--- src/rtl/puneh_mem_arbiter.sv ---
// puneh_mem_arbiter: shares PUNEH's single-port memory between the CPU controller and the DMA/debug loader.
// Define PUNEH_ARB_ROUND_ROBIN_EN for round-robin tie breaking; otherwise the CPU wins every tie.
module puneh_mem_arbiter #(
  parameter int ADDR_W   = 12,
  parameter int DATA_W   = 16,
  parameter int WAIT_CYC = 1
) (
  input  logic              clk,
  input  logic              rst,
  input  logic              cpu_rd,
  input  logic              cpu_wr,
  input  logic [ADDR_W-1:0] cpu_addr,
  input  logic [DATA_W-1:0] cpu_wdata,
  output logic [DATA_W-1:0] cpu_rdata,
  output logic              cpu_ready,
  input  logic              dma_rd,
  input  logic              dma_wr,
  input  logic [ADDR_W-1:0] dma_addr,
  input  logic [DATA_W-1:0] dma_wdata,
  output logic [DATA_W-1:0] dma_rdata,
  output logic              dma_ready,
  output logic              mem_rd,
  output logic              mem_wr,
  output logic [ADDR_W-1:0] mem_addr,
  output logic [DATA_W-1:0] mem_wdata,
  input  logic [DATA_W-1:0] mem_rdata,
  output logic              gnt_dma,
  output logic              busy
);

  typedef enum logic [1:0] {IDLE, ACCESS, RESP} state_t;

  state_t     state;
  logic [3:0] cnt;
  logic       cpu_req;
  logic       dma_req;
  logic       pick_dma;

  assign cpu_req = cpu_rd | cpu_wr;
  assign dma_req = dma_rd | dma_wr;

`ifdef PUNEH_ARB_ROUND_ROBIN_EN
  // last_grant=1 means DMA won the previous access, so a tie now goes to the CPU
  logic last_grant;
  assign pick_dma = dma_req & (~cpu_req | ~last_grant);

  always_ff @(posedge clk or posedge rst) begin
    if (rst) begin
      last_grant <= 1'b1;
    end else if (state == RESP) begin
      last_grant <= gnt_dma;
    end
  end
`else
  assign pick_dma = dma_req & ~cpu_req;
`endif

  always_ff @(posedge clk or posedge rst) begin
    if (rst) begin
      state     <= IDLE;
      cnt       <= '0;
      cpu_rdata <= '0;
      cpu_ready <= 1'b0;
      dma_rdata <= '0;
      dma_ready <= 1'b0;
      mem_rd    <= 1'b0;
      mem_wr    <= 1'b0;
      mem_addr  <= '0;
      mem_wdata <= '0;
      gnt_dma   <= 1'b0;
      busy      <= 1'b0;
    end else begin
      case (state)
        IDLE: begin
          if (cpu_req | dma_req) begin
            // rd+wr together is a write, so the read strobe requires wr low
            gnt_dma   <= pick_dma;
            mem_addr  <= pick_dma ? dma_addr : cpu_addr;
            mem_wdata <= pick_dma ? dma_wdata : cpu_wdata;
            mem_wr    <= pick_dma ? dma_wr : cpu_wr;
            mem_rd    <= pick_dma ? (dma_rd & ~dma_wr) : (cpu_rd & ~cpu_wr);
            cnt       <= 4'(WAIT_CYC);
            busy      <= 1'b1;
            state     <= ACCESS;
          end
        end
        ACCESS: begin
          if (cnt == 4'd0) begin
            if (mem_rd) begin
              if (gnt_dma) dma_rdata <= mem_rdata;
              else         cpu_rdata <= mem_rdata;
            end
            mem_rd    <= 1'b0;
            mem_wr    <= 1'b0;
            cpu_ready <= ~gnt_dma;
            dma_ready <= gnt_dma;
            state     <= RESP;
          end else begin
            cnt <= cnt - 4'd1;
          end
        end
        RESP: begin
          cpu_ready <= 1'b0;
          dma_ready <= 1'b0;
          busy      <= 1'b0;
          state     <= IDLE;
        end
        default: state <= IDLE;
      endcase
    end
  end

endmodule

--- config.mk ---
export PLATFORM = sky130hd
export DESIGN_NAME = puneh_mem_arbiter
export DESIGN_NICKNAME = d
export VERILOG_FILES = /design/src/rtl/puneh_mem_arbiter.sv
export SDC_FILE = /design/constraint.sdc
export NUM_CORES = 1
export LEC_CHECK = 0
export ABC_AREA = 1
export CORE_MARGIN = 1.5
export CORE_UTILIZATION = 38
export DETAILED_ROUTE_END_ITERATION = 7
export GPL_TIMING_DRIVEN = 0
export PLACE_DENSITY = 0.76
export REMOVE_ABC_BUFFERS = 1
export SETUP_SLACK_MARGIN = 0.02
export SYNTH_ARGS = -nofsm -noshare
export SYNTH_HDL_FRONTEND = slang
export SYNTH_SLANG_ARGS = --single-unit
--- constraint.sdc ---
create_clock -name clk -period 2.25 [get_ports clk]
set_input_delay 0.5625 -clock clk [delete_from_list [all_inputs] [get_ports clk]]
set_output_delay 0.5625 -clock clk [all_outputs]
set_load 0.005 [all_outputs]
; Yosys cells after proc, flatten, opt, wreduce, memory -nomap -nowiden
; Index checks and enable logic that the tools add are counted.
[totals]
reg_bits = 72
out_inout_bits = 66
word_cells = 62
[classes]
addsub = 1
eq_ne = 5
muxes = 21
n_bitwise = 10
n_reduce_logical = 13
[ops]
columns = op, n
row1 = $mux 16, 1
row2 = $mux 12, 1
row3 = $pmux 1 s2, 5
row4 = $mux 1, 8
row5 = $mux 4, 2
row6 = $pmux 4 s2, 1
row7 = $reduce_and 2->1, 4
row8 = $reduce_and 4->1, 2
row9 = $ne 2x2->1 const B, 3
row10 = $reduce_and 3->1, 2
row11 = $reduce_bool 2->1, 3
row12 = $logic_not 4->1, 1
row13 = $mux 2, 2
row14 = $not 1->1, 4
row15 = $pmux 2 s2, 1
row16 = $sub 4x1->4 const B, 1
row17 = $and 1x1->1, 3
row18 = $or 1x1->1, 3
row19 = $eq 2x1->1 const B, 1
row20 = $eq 2x2->1 const B, 1
row21 = $logic_not 2->1, 1

; Logic depth before layout (Yosys ltp)
; Gate-level depths: netlist of the first run.
[logic_depth]
depth_word = 6
ltp_mapped = 9
ltp_nobuf = 8

; Least setup slack after synthesis of the first run
; Ideal clock, no wire load.
[synth_timing]
path_kind = flip-flop to flip-flop
start = register cnt[0]
end = register cpu_rdata[0]
setup_time_ns = 0.116
t_arrival_ns = 1.307
required_ns = 2.134
path_slack_ns = 0.826
path_stages_with_launch = 9
path_buffers = 1
period_less_slack_ns = 1.424
path_cell_list = dfrtp_1 > inv_1 > ha_1 > nand2_2 > nor2_8 > nand3_4 > buf_6 > nand2_1 > nand2_1
[synth_between]
elab_chain_len = 2
[synth_rtl]
columns = item, line_no
row1 = "start, declared", 34  ; logic [3:0] cnt;
row2 = "start signal, assigned", 82  ; cnt <= 4'(WAIT_CYC);
row3 = "start signal, assigned", 99  ; cnt <= cnt - 4'd1;
row4 = $logic_not 4->1, 88  ; if (cnt == 4'd0) begin
row5 = $reduce_and 4->1 (no line), -
row6 = "end signal, assigned", 91  ; else cpu_rdata <= mem_rdata;
row7 = "end, declared", 14  ; output logic [DATA_W-1:0] cpu_rdata,
; No other way between the ends.
; A chain may end at the register's enable or synchronous reset.

; Worst setup path in the final report of the first run
[layout_timing]
start = input cpu_rd
end = register mem_wdata[8]
[layout_between]
elab_chain_len = 4
[layout_rtl]
columns = item, line_no
row1 = "start, declared", 10  ; input logic cpu_rd,
row2 = $or 1x1->1 (*), 39  ; assign cpu_req = cpu_rd | cpu_wr;
row3 = $not 1->1, 55  ; assign pick_dma = dma_req & ~cpu_req;
row4 = $and 1x1->1, 55
row5 = $mux 16, 79  ; mem_wdata <= pick_dma ? dma_wdata : cpu_wdata;
row6 = "end signal, assigned", 79
row7 = "end, declared", 25  ; output logic [DATA_W-1:0] mem_wdata,
; Every way passes the cells marked *; elsewhere a longest branch is shown, timed or not.

==> impl_results.md, run 1 <==
- Max Clock Freq: 0.4905 GHz
- Period utilisation layout: 0.9061
- HP Class: flop to flop
- Reg clk slew, reported paths: 80 ps
- Io pins: 144
- Sequential area share after synthesis: 0.5422
- Placer Congestion: 0.8352
- Core Area: 8341 sq um
- Hold Path Sink: cpu_rdata[14]
- Area contributors post-synth: dfrtp_1 (54%), nand2_1 (24%), o21ai_0 (5.1%), inv_1 (4.0%), nand3_1 (3.2%)
- Clock Skew: 7.348 ps
- Number of buffers and inverters on the critical path: 2
- EDFF count, synth: 0
- I/O Buffers: 143
- CTS root buffer: clkbuf_8
- Global-route wire length before repair: 13570 um
- Overall power: 6.065 mW
- Ys async rst share: 1.000
- Core Rows: 33
- Post-route core utilization: 0.6032
- Deepest clock path buffer count: 2
- Cts repair resizes: 1
- Hold Buf Count CTS: 0
- Crit Path Max Fanout: 37
- Vias in the first global route: 2994
- Wire per inst: around 13 um
- CTS tree: built
- Setup CP Type: input pin to flop
- Antenna violations before repair: 0
- Crit path DAT: 2270 ps
- DR iter-0 viols: 95
- Critical path depth: 7
- Cell mode on critical path: nand2_1
- RSZ-0062 raised after global routing: no
- Pint: 3.947 mW
- Share of cells above drive strength 1: 0.05300
- Total track usage: 0.1902
- CP Cell Sequence: clkdlybuf4s50_1, nor2_1, nand2_1, nand2_4, inv_2, nand2_1, nand2_1
- Avg Inst Size Synth: 7.856 sq um
- Setup bufs post-CTS: 0
- Power share of the clock group: 0.186
- Most instantiated cells after synthesis: nand2_1 (214), dfrtp_1 (72), inv_1 (35), o21ai_0 (34), nand3_1 (21)
- DIE AREA: 9315 sq um
- Drt pass-1 iters: 5
- Final Max Slew Viols: 0
- ANT nets after route: 0
- Power Density: 1205 nW/um^2
- CTS sink count: 72
- Startpoint types: input pin
- Reg2reg start: cnt[0]
- # nets final: 640
- Rel. slew slack: 0.4163
- Detailed Place HPWL: slightly above 6000 um
- Final Critical Period: 2039 ps
- Gr ovfl total: 0
- Sw Ratio: 0.3493
- Combinational power share: 0.445
- Lkg Pwr: 2.491 nW
- Setup slack, reg-to-reg: approximately 480 ps
- Crit-path leading delay family: simple AND/OR/NAND/NOR gates
- Final hold viol count: 0
- R2r worst-path depth: 7
- Synth Flop Type: dfrtp_1
- Die width: 96.52 um
- H-tree Lvls: 3
- Post-Synthesis Cells: 423
- Outcome: complete, no violations
- Cell variety after synth: 23
- Largest net degree at the start of global routing: 73
- Flop pwr share: 0.370
- Starting density of the core: 0.3984
- DR vias/cell: 4.654
- Switching Power: 2.118 mW
- Count leader, synth: nand2_1
- Number of antenna repair diodes: 0
- Crit. Startpoint: cpu_rd
- Max Cap Viol: 0
- Area growth, synth to finish: 51.39%
- FF-to-FF End: cpu_rdata[3]
- Synth top area share: 0.5422
- Hold path cells: 2
- CP max-delay cell: clkdlybuf4s50_1
- Worst Tran Pin Value: 875.5 ps
- Ys Warns: 0
- Crit path required time: 2480 ps
- Peak VDD IR: 402.8 uV
- Cts bufs inserted: 9
- Post-route DRC violation count: 0
- Routed wire length: 8560 um
- Worst skew pair latency: 340 ps
- Die Height: 96.52 um
- Mapped Area: 3323 sq um
- Dominant cell type by area after synthesis: dfrtp_1
- Largest stage delay on the critical path: 440 ps
- Vias: 3123
- Final setup viols: 0
- Crit. End Element: flop
- Hold Crit Start: cpu_rdata[14]
- Post-synthesis register bit count: 72
## through the flow
step	setup WS (ps)	cell area [sq um]	setup TNS, ps	hold slack (ps)	std cells
CTS	221.7	5031	0	476.6	671
finish	211.2	5031	0	476.2	671
global placement	-1551	4765	-138530	452.3	654
floorplan	-366.0	3202	-20510	465.4	406
detailed placement	-414.4	4806	-12470	458.0	655
global route	44.48	5031	0	498.1	671
## worst max path at each step
stage	to	slack (ps)
after floorplan	gnt_dma	-370
after global placement	mem_addr[10]	-1550
after detailed placement	mem_wdata[3]	-410
after CTS	mem_wdata[8]	220
after global routing	mem_wdata[4]	40
final	mem_wdata[8]	210
## cells in the final DEF (no fill, tap or decap), types with 4 or more instances in the layout
master	synthesis	routed
clkbuf_8	0	9
clkdlybuf4s50_1	0	143
dfrtp_1	72	72
inv_1	35	34
inv_2	4	4
nand2_1	214	214
nand3_1	21	21
nor2_1	12	12
o21ai_0	34	34
## area by class of cell
cell class | instances | area, sq um
Clock buffer | 10 | 127.6
Clock inverter | 6 | 92.59
Sequential cell | 72 | 1802
Inverter | 40 | 152.6
Timing Repair Buffer | 144 | 1459
Multi-Input combinational cell | 294 | 1266
Fill cell | 739 | 3309
Tap cell | 105 | 131.4
## logic make-up after synthesis
logic type / after synthesis / synth area share
AOI/OAI and AO/OA: 37 / 0.05647
adders and majority gates: 1 / 0.003764
and+or+nand+nor: 256 / 0.3159
buffers and inverters: 57 / 0.08170
DFF: 72 / 0.5422
## registers in the layout (all words and copies together), names as in the netlist, 2 cells and up
register,cells
cpu_rdata,16
mem_wdata,16
dma_rdata,16
mem_addr,12
state,2
cnt,4
## power groups by stage
stage / registers [mW] / clock network, mW / logic, mW
floorplan: 2.27 / 0 / 1.09
global placement: 2.23 / 0 / 2.64
detailed placement: 2.26 / 0 / 2.71
CTS: 2.24 / 1.16 / 2.73
global route: 2.31 / 1.20 / 3.04
finish: 2.24 / 1.13 / 2.70
## worst register-to-register path, cell delays in order, from the launching register on
cell and delay (ps):
dfrtp_1 400, inv_1 110, ha_1 210, nand2_2 130, nor2_8 310, nand3_4 270, nand2_1 150, nand2_1 70
## per-layer routing
layer | part of all wire | up-vias | global-route usage
met5 | 0 | - | 0
met2 | 0.45 | 149 | 0.3164
met3 | 0.12 | 10 | 0.07199
met1 | 0.42 | 1397 | 0.2264
met4 | 0.011 | 0 | 0.06159
li1 | - | 1567 | -
Note: power is estimated with default switching activity, not from simulation.
==> run 2: changes to the inputs <==
--- a/config.mk
+++ b/config.mk
@@ -9,7 +9,6 @@
 export CORE_MARGIN = 1.5
 export CORE_UTILIZATION = 38
 export DETAILED_ROUTE_END_ITERATION = 7
-export GPL_TIMING_DRIVEN = 0
 export PLACE_DENSITY = 0.76
 export REMOVE_ABC_BUFFERS = 1
 export SETUP_SLACK_MARGIN = 0.02
==> impl_results.md, run 2 (synthesis gave the netlist of run 1 again) <==
- Crit-path leading delay family: buffers and inverters (was simple AND/OR/NAND/NOR gates)
- Post-route DRC violation count: 0 (unchanged)
- Setup slack, reg-to-reg: 530 ps (was 480 ps)
- Power share of the clock group: 0.188 (was 0.186)
- CP Cell Sequence: clkdlybuf4s50_1 (was clkdlybuf4s50_1, nor2_1, nand2_1, nand2_4, inv_2, nand2_1, nand2_1)
- DIE AREA: 9315 sq um (unchanged)
- Gr ovfl total: 0 (unchanged)
- Share of cells above drive strength 1: 0.06469 (was 0.05300)
- Overall power: 6.119 mW (was 6.065 mW)
- Flop pwr share: 0.369 (was 0.370)
- Final setup viols: 0 (unchanged)
- Hold Buf Count CTS: 0 (unchanged)
- Final hold viol count: 0 (unchanged)
- # nets final: 646 (was 640)
- Highest-count cells in the layout ignoring fill and taps: nand2_1 (214), clkdlybuf4s50_1 (143), dfrtp_1 (72), inv_1 (34), o21ai_0 (34) (unchanged)
- Reg2reg start: cnt[0] (unchanged)
- Largest stage delay on the critical path: 550 ps (was 440 ps)
- Pint: 4.017 mW (was 3.947 mW)
- Total track usage: 0.1880 (was 0.1902)
- Finished Cell Area: 5096 sq um (was 5031 sq um)
- Pre-CTS setup slack: 216.2 ps (was -414.4 ps)
- H-tree Lvls: 3 (unchanged)
- Cts repair resizes: 0 (was 1)
- CTS tree: built (unchanged)
- I/O Buffers: 143 (unchanged)
- Outcome: complete, no violations (unchanged)
- R2r worst-path depth: 7 (unchanged)
- Cts bufs inserted: 9 (unchanged)
- Starting density of the core: 0.3984 (unchanged)
- Combinational power share: 0.443 (was 0.445)
- Rel. slew slack: 0.6538 (was 0.4163)
- Final worst slack: 340.2 ps (was 211.2 ps)
- Number of buffers and inverters on the critical path: 1 (was 2)
- Met1 usage: 0.2311 (was 0.2264)
- Crit. End Element: output pin (was flop)
- Clock Skew: 14.45 ps (was 7.348 ps)
- Worst Tran Pin Value: 518.6 ps (was 875.5 ps)
- Post-route core utilization: 0.6110 (was 0.6032)
- Deepest clock path buffer count: 2 (unchanged)
- Antenna violations before repair: 0 (unchanged)
- Largest net degree at the start of global routing: 49 (was 73)
- Critical path depth: 1 (was 7)
- Final Critical Period: 1910 ps (was 2039 ps)
- Vias: 3094 (was 3123)
- Final Max Slew Viols: 0 (unchanged)
- Setup CP Type: flop to output pin (was input pin to flop)
- Lkg Pwr: 2.529 nW (was 2.491 nW)
- Peak VDD IR: 456.9 uV (was 402.8 uV)
- DR vias/cell: 4.570 (was 4.654)
- Power Density: 1201 nW/um^2 (was 1205 nW/um^2)
- Global-route wire length before repair: 13260 um (was 13570 um)
- RSZ-0062 raised after global routing: no (unchanged)
- Placer Congestion: 0.8186 (was 0.8352)
- CP max-delay cell: clkdlybuf4s50_1 (unchanged)
- HP Class: flop to flop (unchanged)
- Vias in the first global route: 2892 (was 2994)
- CTS sink count: 72 (unchanged)
- Layout Cells excl Fill: 677 (was 671)
- Switching Power: 2.102 mW (was 2.118 mW)
- FF-to-FF End: cpu_rdata[9] (was cpu_rdata[3])
- Wire per inst: 12.64 um (was 12.76 um)
- Die Height: 96.52 um (unchanged)
- Die width: 96.52 um (unchanged)
- Detailed Place HPWL: 6413 um (was 6204 um)
- Period utilisation layout: 0.8488 (was 0.9061)
- Placed cell area: 4866 sq um (was 4806 sq um)
- Commonest non-fill, non-tap cell in the layout: nand2_1 (unchanged)
- ANT nets after route: 0 (unchanged)
- Startpoint types: flop (was input pin)
- Setup bufs post-CTS: 0 (unchanged)
- Top Registers: cpu_rdata (16), dma_rdata (16), mem_wdata (16) (unchanged)
- Met2 Use GR: 0.3030 (was 0.3164)
- Area growth, synth to finish: 53.35% (was 51.39%)
- Crit path DAT: 1350 ps (was 2270 ps)
- Crit Path Max Fanout: 5 (was 37)
- Max Cap Viol: 0 (unchanged)
- Routed wire length: 8557 um (was 8560 um)
- Crit. Startpoint: mem_rd (was cpu_rd)
- Worst Setup EP: mem_rd (was mem_wdata[8])
- Drt pass-1 iters: 4 (was 5)
- GR peak layer: met2 (unchanged)
- CTS root buffer: clkbuf_8 (unchanged)
- Reg clk slew, reported paths: 80 ps (about the same)
- Met3 usage in global routing: 0.07746 (was 0.07199)
- Crit path required time: 1690 ps (was 2480 ps)
- Number of antenna repair diodes: 0 (unchanged)
- Core Rows: 33 (unchanged)
- Worst skew pair latency: 340 ps (about the same)
- Io pins: 144 (unchanged)
- DR iter-0 viols: 101 (was 95)
- Core Area: 8341 sq um (unchanged)
- Sw Ratio: 0.3436 (was 0.3493)
- Placed cells: 661 (was 655)
- Max Clock Freq: 0.5236 GHz (was 0.4905 GHz)
[run 2: power by group through the flow]
stage          clock (mW)  combinational, mW  sequential (mW)
2_1_floorplan           0               1.09             2.27
3_3_place_gp            0               2.68             2.25
3_5_place_dp            0               2.75             2.26
4_1_cts              1.18               2.75             2.26
5_1_grt              1.25               3.06             2.32
6_report             1.15               2.71             2.26
[run 2: how the worst min path moves through the flow]
stage	from	endpoint	slack, ps	cells past startpoint
2_1_floorplan	cpu_rdata[0]	cpu_rdata[0]	470	2
3_3_place_gp	cpu_rdata[6]	cpu_rdata[6]	450	2
3_5_place_dp	cpu_rdata[14]	cpu_rdata[14]	460	2
4_1_cts	cpu_rdata[5]	cpu_rdata[5]	480	2
5_1_grt	cpu_rdata[3]	cpu_rdata[3]	500	2
6_report	cpu_rdata[13]	cpu_rdata[13]	470	2
[run 2: per-stage QoR]
step / hold WS, ps / setup TNS [ps]
after global routing: 497.8 / 0
after global placement: 453.3 / 0
after CTS: 478.8 / 0
final: 474.7 / 0
after floorplan: 465.4 / -20510
after detailed placement: 457.7 / 0
[run 2: cell type report]
cell class,count,area [sq um]
Clock buffer,10,137.6
Clock inverter,6,92.59
Fill cell,723,3244
Inverter,40,150.1
Multi-Input combinational cell,294,1261
Sequential cell,72,1802
Tap cell,105,131.4
Timing Repair Buffer,150,1521
[run 2: metal layers]
| layer | wire (um) | up-vias | share of wire |
|---|---|---|---|
| met5 | 0 | - | 0 |
| met4 | 23 | 0 | 0.0027 |
| met3 | 939 | 2 | 0.11 |
| met2 | 3905 | 133 | 0.46 |
| met1 | 3690 | 1383 | 0.43 |
| li1 | - | 1576 | - |
